<file path="src/rtl/imem_loader.sv">
// Boot loader: takes a length-prefixed little-endian byte stream, writes 32-bit words into
// instruction memory from address 0, and holds the CPU in reset until the load completes.
module imem_loader #(
  parameter int unsigned IM_DEPTH = 1024,
  parameter int unsigned ADDR_W   = 10
) (
  input  logic              clk,
  input  logic              rstn,
  input  logic              start,
  input  logic              in_valid,
  input  logic [7:0]        in_data,
  output logic              in_ready,
  output logic              im_we,
  output logic [ADDR_W-1:0] im_addr,
  output logic [31:0]       im_wdata,
  output logic              cpu_rstn,
  output logic              busy,
  output logic              done,
  output logic              err,
  output logic [15:0]       word_count
);

  typedef enum logic [2:0] {
    StIdle, StLenLo, StLenHi, StData, StWrite, StRun, StErr
  } state_e;

  state_e              state_q, state_d;
  logic [7:0]          len_lo_q, len_lo_d;
  logic [15:0]         len_q, len_d;
  logic [1:0]          byte_idx_q, byte_idx_d;
  logic [23:0]         word_q, word_d;
  logic [31:0]         wdata_q, wdata_d;
  logic [ADDR_W-1:0]   addr_q, addr_d;
  logic [15:0]         word_count_q, word_count_d;
  logic [15:0]         len_new;
  logic                xfer;

  assign xfer    = in_valid && in_ready;
  assign len_new = {in_data, len_lo_q};

  always_ff @(posedge clk) begin
    if (!rstn) begin
      state_q      <= StIdle;
      len_lo_q     <= '0;
      len_q        <= '0;
      byte_idx_q   <= '0;
      word_q       <= '0;
      wdata_q      <= '0;
      addr_q       <= '0;
      word_count_q <= '0;
    end else begin
      state_q      <= state_d;
      len_lo_q     <= len_lo_d;
      len_q        <= len_d;
      byte_idx_q   <= byte_idx_d;
      word_q       <= word_d;
      wdata_q      <= wdata_d;
      addr_q       <= addr_d;
      word_count_q <= word_count_d;
    end
  end

  always_comb begin
    state_d      = state_q;
    len_lo_d     = len_lo_q;
    len_d        = len_q;
    byte_idx_d   = byte_idx_q;
    word_d       = word_q;
    wdata_d      = wdata_q;
    addr_d       = addr_q;
    word_count_d = word_count_q;
    unique case (state_q)
      StIdle: begin
        if (start) begin
          state_d      = StLenLo;
          word_count_d = '0;
        end
      end
      StLenLo: begin
        if (xfer) begin
          len_lo_d = in_data;
          state_d  = StLenHi;
        end
      end
      StLenHi: begin
        if (xfer) begin
          len_d = len_new;
          if (len_new == 16'd0) begin
            state_d = StRun;
          end else if ({16'd0, len_new} > IM_DEPTH) begin
            state_d = StErr;
          end else begin
            word_count_d = '0;
            byte_idx_d   = '0;
            state_d      = StData;
          end
        end
      end
      StData: begin
        if (xfer) begin
          byte_idx_d = byte_idx_q + 2'd1;
          unique case (byte_idx_q)
            2'd0: word_d[7:0]   = in_data;
            2'd1: word_d[15:8]  = in_data;
            2'd2: word_d[23:16] = in_data;
            2'd3: begin
              // Top byte goes straight to the write register so WRITE follows immediately.
              wdata_d = {in_data, word_q};
              addr_d  = word_count_q[ADDR_W-1:0];
              state_d = StWrite;
            end
          endcase
        end
      end
      StWrite: begin
        word_count_d = word_count_q + 16'd1;
        state_d      = (word_count_q + 16'd1 == len_q) ? StRun : StData;
      end
      StRun: begin
        if (start) begin
          state_d      = StLenLo;
          word_count_d = '0;
        end
      end
      StErr: state_d = StErr;
      default: state_d = StIdle;
    endcase
  end

  assign in_ready   = (state_q == StLenLo) || (state_q == StLenHi) || (state_q == StData);
  assign im_we      = (state_q == StWrite);
  assign im_addr    = addr_q;
  assign im_wdata   = wdata_q;
  assign cpu_rstn   = (state_q == StRun);
  assign done       = (state_q == StRun);
  assign err        = (state_q == StErr);
  assign busy       = in_ready || (state_q == StWrite);
  assign word_count = word_count_q;

endmodule

</file>
<file path="config.mk">
export PLATFORM = sky130hd
export DESIGN_NAME = imem_loader
export DESIGN_NICKNAME = d
export VERILOG_FILES = /design/src/rtl/imem_loader.sv
export SDC_FILE = /design/constraint.sdc
export NUM_CORES = 1
export LEC_CHECK = 0
export CAP_MARGIN = 20
export CORE_UTILIZATION = 45
export CTS_CLUSTER_DIAMETER = 50
export DETAILED_ROUTE_END_ITERATION = 16
export PLACE_DENSITY = 0.75
export SLEW_MARGIN = 30
export SYNTH_ARGS = -nofsm -noshare
export SYNTH_HDL_FRONTEND = slang
export SYNTH_SLANG_ARGS = --single-unit
export TNS_END_PERCENT = 1
</file>
<file path="constraint.sdc">
create_clock -name clk -period 6.4 [get_ports clk]
set_input_delay 1.28 -clock clk [delete_from_list [all_inputs] [get_ports clk]]
set_output_delay 1.28 -clock clk [all_outputs]
set_load 0.005 [all_outputs]
</file>
# Yosys cells after proc, flatten, opt, wreduce, memory -nomap -nowiden
# Cells that the tools add are included.
# totals
ff_bits,111
input_bits,12
out_inout_bits,64
# op_classes
addsub,2
order_cmp,1
eq_ne,17
muxes,19
reduce_logical,19
# ops
op,count
$mux W16,4
$pmux W16 S3,1
$mux W3,8
$pmux W3 S6,1
$add A16 B1 Y16 const B,1
$eq A16 B16 Y1,1
$gt A16 B11 Y1 const B,1
$logic_not A16 Y1,1
$reduce_and A5 Y1,3
$reduce_and A3 Y1,4
$ne A2 B2 Y1 const B,5
$eq A3 B3 Y1 const B,3
$mux W2,4
$eq A3 B2 Y1 const B,2
$eq A2 B2 Y1 const B,2
$ne A2 B1 Y1 const B,2
$pmux W2 S2,1
$reduce_and A2 Y1,2
$eq A3 B1 Y1 const B,1
$logic_not A3 Y1,1
$logic_or A1 B1 Y1,3
$reduce_bool A3 Y1,1
$add A2 B1 Y2 const B,1
$eq A2 B1 Y1 const B,1
other kinds (4),4

# Logic depth before layout (Yosys ltp)
# depth
word_depth,6
mapped_depth,8
ltp_nobuf,7

# Least setup slack after synthesis
# OpenSTA, ideal clock, no wires.
# synth_timing
kind,input port to flip-flop
startpoint,input in_data[0]
endpoint,register word_count_q[12] (netlist: word_count[12])
arrival_time_ns,2.607
slack_ns,3.658
path_stages,6
cell_sequence,nor4_1 -> a41oi_1 -> o21bai_1 -> o211a_2 -> clkbuf_1 -> a31oi_1
# synth_between
elab_chain_cells,3
# synth_lines
element,line,source
from (decl),11,"input logic [7:0] in_data,"
$gt A16 B11 Y1 / $logic_not A16 Y1 (equally long branches),"90, 88",
$ne A2 B2 Y1 (no source line),n/a,
$reduce_and A5 Y1 (no source line) *,n/a,
to (signal assigned),59,word_count_q <= word_count_d;
to (decl),34,"logic [15:0] word_count_q, word_count_d;"
# Mark *: on every way between the ends. The rest lies on a longest branch, timed or not.
# A chain may end at the register's enable or synchronous reset.

# Worst setup path in the final report
# layout_timing
startpoint,register state_q[2]
endpoint,output im_we
# layout_between
elab_chain_cells,1
# layout_lines
element,line,source
from (decl),27,"state_e state_q, state_d;"
from (signal assigned),43,state_q <= StIdle;
from (signal assigned),52,state_q <= state_d;
$eq A3 B3 Y1,131,assign im_we = (state_q == StWrite);
to (decl),13,"output logic im_we,"
# No other way between the ends.

==> parameters.txt <==
Parameter                              Value

Run status
  Result of the run ... completed

STA
  Setup repair after global routing missed its margin ... false
  Share of the clock period used by the worst path after layout ... 0.638
  Number of max-slew violations in the final report ... 0
  Highest clock rate ... 0.245 GHz
  Transition time at the pin with the least slew margin ... 0.826 ns
  Worst clock skew ... 0.00991 ns
  Max-slew headroom ... 0.445
  Final hold vios ... 0
  Total negative slack ... 0 ns
  Final Setup Violations ... 0
  Worst hold slack after final layout ... 0.458 ns
  Time the final worst path needs with I/O delays and setup ... 4.09 ns

Min path
  Worst hold-check path type ... reg2reg
  WHS Path Cells ... 2
  Beginning of the worst hold path ... im_wdata[3]$_SDFFE_PN0P_
  End of the worst hold path ... im_wdata[3]$_SDFFE_PN0P_

Drt
  Drt pass-1 iters ... 5
  Number of design-rule violations left by the first detailed-router iteration ... 362
  Via total after detailed routing ... 4,702
  DRC violation count after routing ... 0
  Routed wire length ... 12.4 mm
  Mean number of vias per cell ... 5.58
  Average wire per cell in the routed design ... 14.7 µm
  Detail Route Antenna Nets ... 0

Floorplanning
  Die span in x ... 108 µm
  # IOs ... 76
  Area of the die ... 11,600 µm²
  Die Span Y ... 108 µm
  Standard-cell rows ... 38
  CORE AREA ... 10,900 µm²
  Starting Density ... 0.463

Clock tree
  CTS tree ... yes
  Clock Sinks ... 111
  Hold-fix buffer count after cts ... 0
  Cell chosen for the clock root ... clkbuf_8
  Clock edge transition at the registers on the reported setup and hold paths ... 0.10 ns
  Buffer count from post-CTS setup fixing ... 0
  Source-to-sink clock delay at the later pin of the worst-skew pair ... 0.38 ns
  Max Buffers Root-to-Sink ... 2
  Clock buffer count from CTS ... 9
  Count of H-tree levels built during CTS ... 3
  Count of cells resized by post-cts repair ... 0

Pwr
  Ratio of total power to cell area ... 236 nW/µm²
  Total power after layout ... 1.41 mW
  Static leakage ... 1.90 nW
  Maximum VDD drop ... 0.193 mV

Yosys
  Synth Area per Inst ... 7.66 µm²
  Synth Area in Compound Gates ... 0.186
  Share of the synthesized netlist area taken by xor and xnor gates ... 0.0348
  Share of synthesized area spent on multiplexers ... 0.00621
  Simple-gate area share of the yosys netlist ... 0.259
  Post-synthesis sequential element count ... 111
  Cell taking the most area after synthesis ... dfxtp_1
  Most frequently used flop master after synthesis ... dfxtp_1
  Register area share after synthesis ... 0.441
  Number of unique standard cell types used by synthesis ... 58
  Ranking of synthesized cells by area ... dfxtp_1 (44%), nand2_1 (14%), a21oi_1 (10%)
  Netlist Area Pre-Place ... 5040 µm²
  Number of enable flip-flop cells after synthesis ... 0
  Area share of fa/ha/maj cells after synthesis ... 0.0124
  FFs w/ async S/R, synth ... 0
  Share of the synthesized area in the top cell type ... 0.441
  Syn nets ... 675
  Ys Warns ... 0
  Synthesized instance count ... 658
  Combinational family with the most area after synthesis ... simple AND/OR/NAND/NOR gates

Critical path
  Data arrival time at the worst-slack endpoint ... 2.81 ns
  Slowest library cell on the worst path ... dfxtp_1
  Required time reported for the critical path endpoint ... 5.12 ns
  Biggest cell delay along the critical path ... 0.69 ns
  Max FO, Critical Path ... 18
  Endpoint type of the worst setup path ... output port
  Depth of the worst register-to-register path ... 7
  Reg2Reg Setup Slack ... 3.70 ns
  Critical path launch point type ... flop
  Setup Crit Path Kind ... reg2out
  Number of buffer and inverter stages on the critical path ... 3
  Worst-path cell chain ... inv_1 > nor2_1 > nand2_1 > clkinv_1 > clkdlybuf4s50_1
  Cell class contributing the biggest share of worst-path delay ... buffers and inverters
  Critical R2R Launch ... word_count[0]$_SDFFE_PN0P_
  Capture point of the worst reg-to-reg path ... state_q[1]$_SDFFE_PN0P_

GRT
  Number of antenna violations at the first check in global routing ... 0
  Global-route wire length before repair ... 20.5 mm
  Vias in the first global route ... 4,216
  Largest net degree at the start of global routing ... 68
  Overflow after GRT ... 0
  Global Route Usage Sum ... 0.222

Place
  Count of input and output buffers ... 75
  Post-DP HPWL ... 8.62 mm
  Final estimated routing congestion in global placement ... 0.842

Final layout
  Number of fillers in the final layout ... 1,030
  Top library cells by usage in the layout, fill and taps aside ... nand2_1 (187), dfxtp_1 (111), a21oi_1 (102)
  Share of layout cells above drive strength 1 ... 0.0556
  Area growth from synthesis to layout ... 18.1%
  Most common cell after layout, fill and taps aside ... nand2_1
  Diodes inserted ... 0
  Sequential cell area ... 2220 µm²
  Multi-input gate area ... 2520 µm²
  Net count reported at finish ... 714

Flow run
  Max-capacitance violation count ... 0
## layer usage
layer | track usage | up-vias | routed length [µm]
li1 | - | 2329 | -
met1 | 0.299 | 2207 | 5650
met2 | 0.348 | 143 | 5810
met3 | 0.0484 | 23 | 699
met4 | 0.0793 | 0 | 220
met5 | 0 | - | 0
## how the worst max path moves through the flow
stage          cells after the start                          end               startpoint  slack [ns]
5_1_grt                            5                        im_we  state_q[2]$_SDFFE_PN0P_        2.00
6_report                           5                        im_we  state_q[2]$_SDFFE_PN0P_        2.31
2_1_floorplan                      6  word_count[12]$_SDFFE_PN0P_               in_data[0]        3.66
4_1_cts                            5                        im_we  state_q[2]$_SDFFE_PN0P_        2.33
3_3_place_gp                       7   word_count[3]$_SDFFE_PN0P_               in_data[0]        2.78
3_5_place_dp                       5                        im_we  state_q[2]$_SDFFE_PN0P_        2.76
## cell type report
cell class                      instances  area share
Multi-Input combinational cell        485       0.423
Sequential cell                       111       0.373
Timing Repair Buffer                   80       0.132
Tap cell                              140      0.0294
Clock buffer                            9      0.0208
Clock inverter                          7      0.0141
Inverter                               10     0.00631
## per-stage QoR
stage	instance area (µm²)	setup slack [ns]	instances	utilization
3_3_place_gp	5740	2.78	826	0.527
5_1_grt	5950	2.00	842	0.547
3_5_place_dp	5740	2.76	826	0.527
6_report	5950	2.31	842	0.547
2_1_floorplan	5040	3.66	658	-
4_1_cts	5950	2.33	842	0.547
## report_power, final
group / total (mW) / switching (mW) / internal, mW
clock network: 0.442 / 0.252 / 0.190
registers: 0.738 / 0.0280 / 0.710
logic: 0.228 / 0.140 / 0.0873
## worst reg2reg max path: cells and delay by family, from the launching register on
kind                     cells  cell delay (ns)
AND/OR/NAND/NOR              5             1.41
adder cells (fa/ha/maj)      1             0.45
AO/OA/AOI/OAI                1             0.12
flip-flops                   1             0.58
## cell families after synthesis
kind of cell    Yosys count
buf+inv                  62
simple gates            297
xor+xnor                 20
mux                       3
compound gates          160
flops                   111
fa+ha+maj                 5
## synth_stat cells (3+ instances only)
master	count
xor2_1	9
and4_1	3
a31oi_1	13
ha_1	5
and3_1	4
nand2_1	187
clkbuf_8	3
nand2b_1	4
buf_6	3
inv_1	8
nand4_1	5
dfxtp_1	111
nor4_1	7
o21ai_0	18
a211oi_1	4
xnor2_1	11
clkbuf_1	41
a21oi_1	102
nand3_1	36
a311oi_1	3
nor3_1	7
nor2_1	27
## flip-flops by register name, summed over array words and instances, names as in the netlist
signal,cells
byte_idx_q,2
im_addr,10
im_wdata,32
len_lo_q,8
len_q,16
state_q,3
word_count,16
word_q,24
Note: power is estimated with default switching activity, not from simulation.
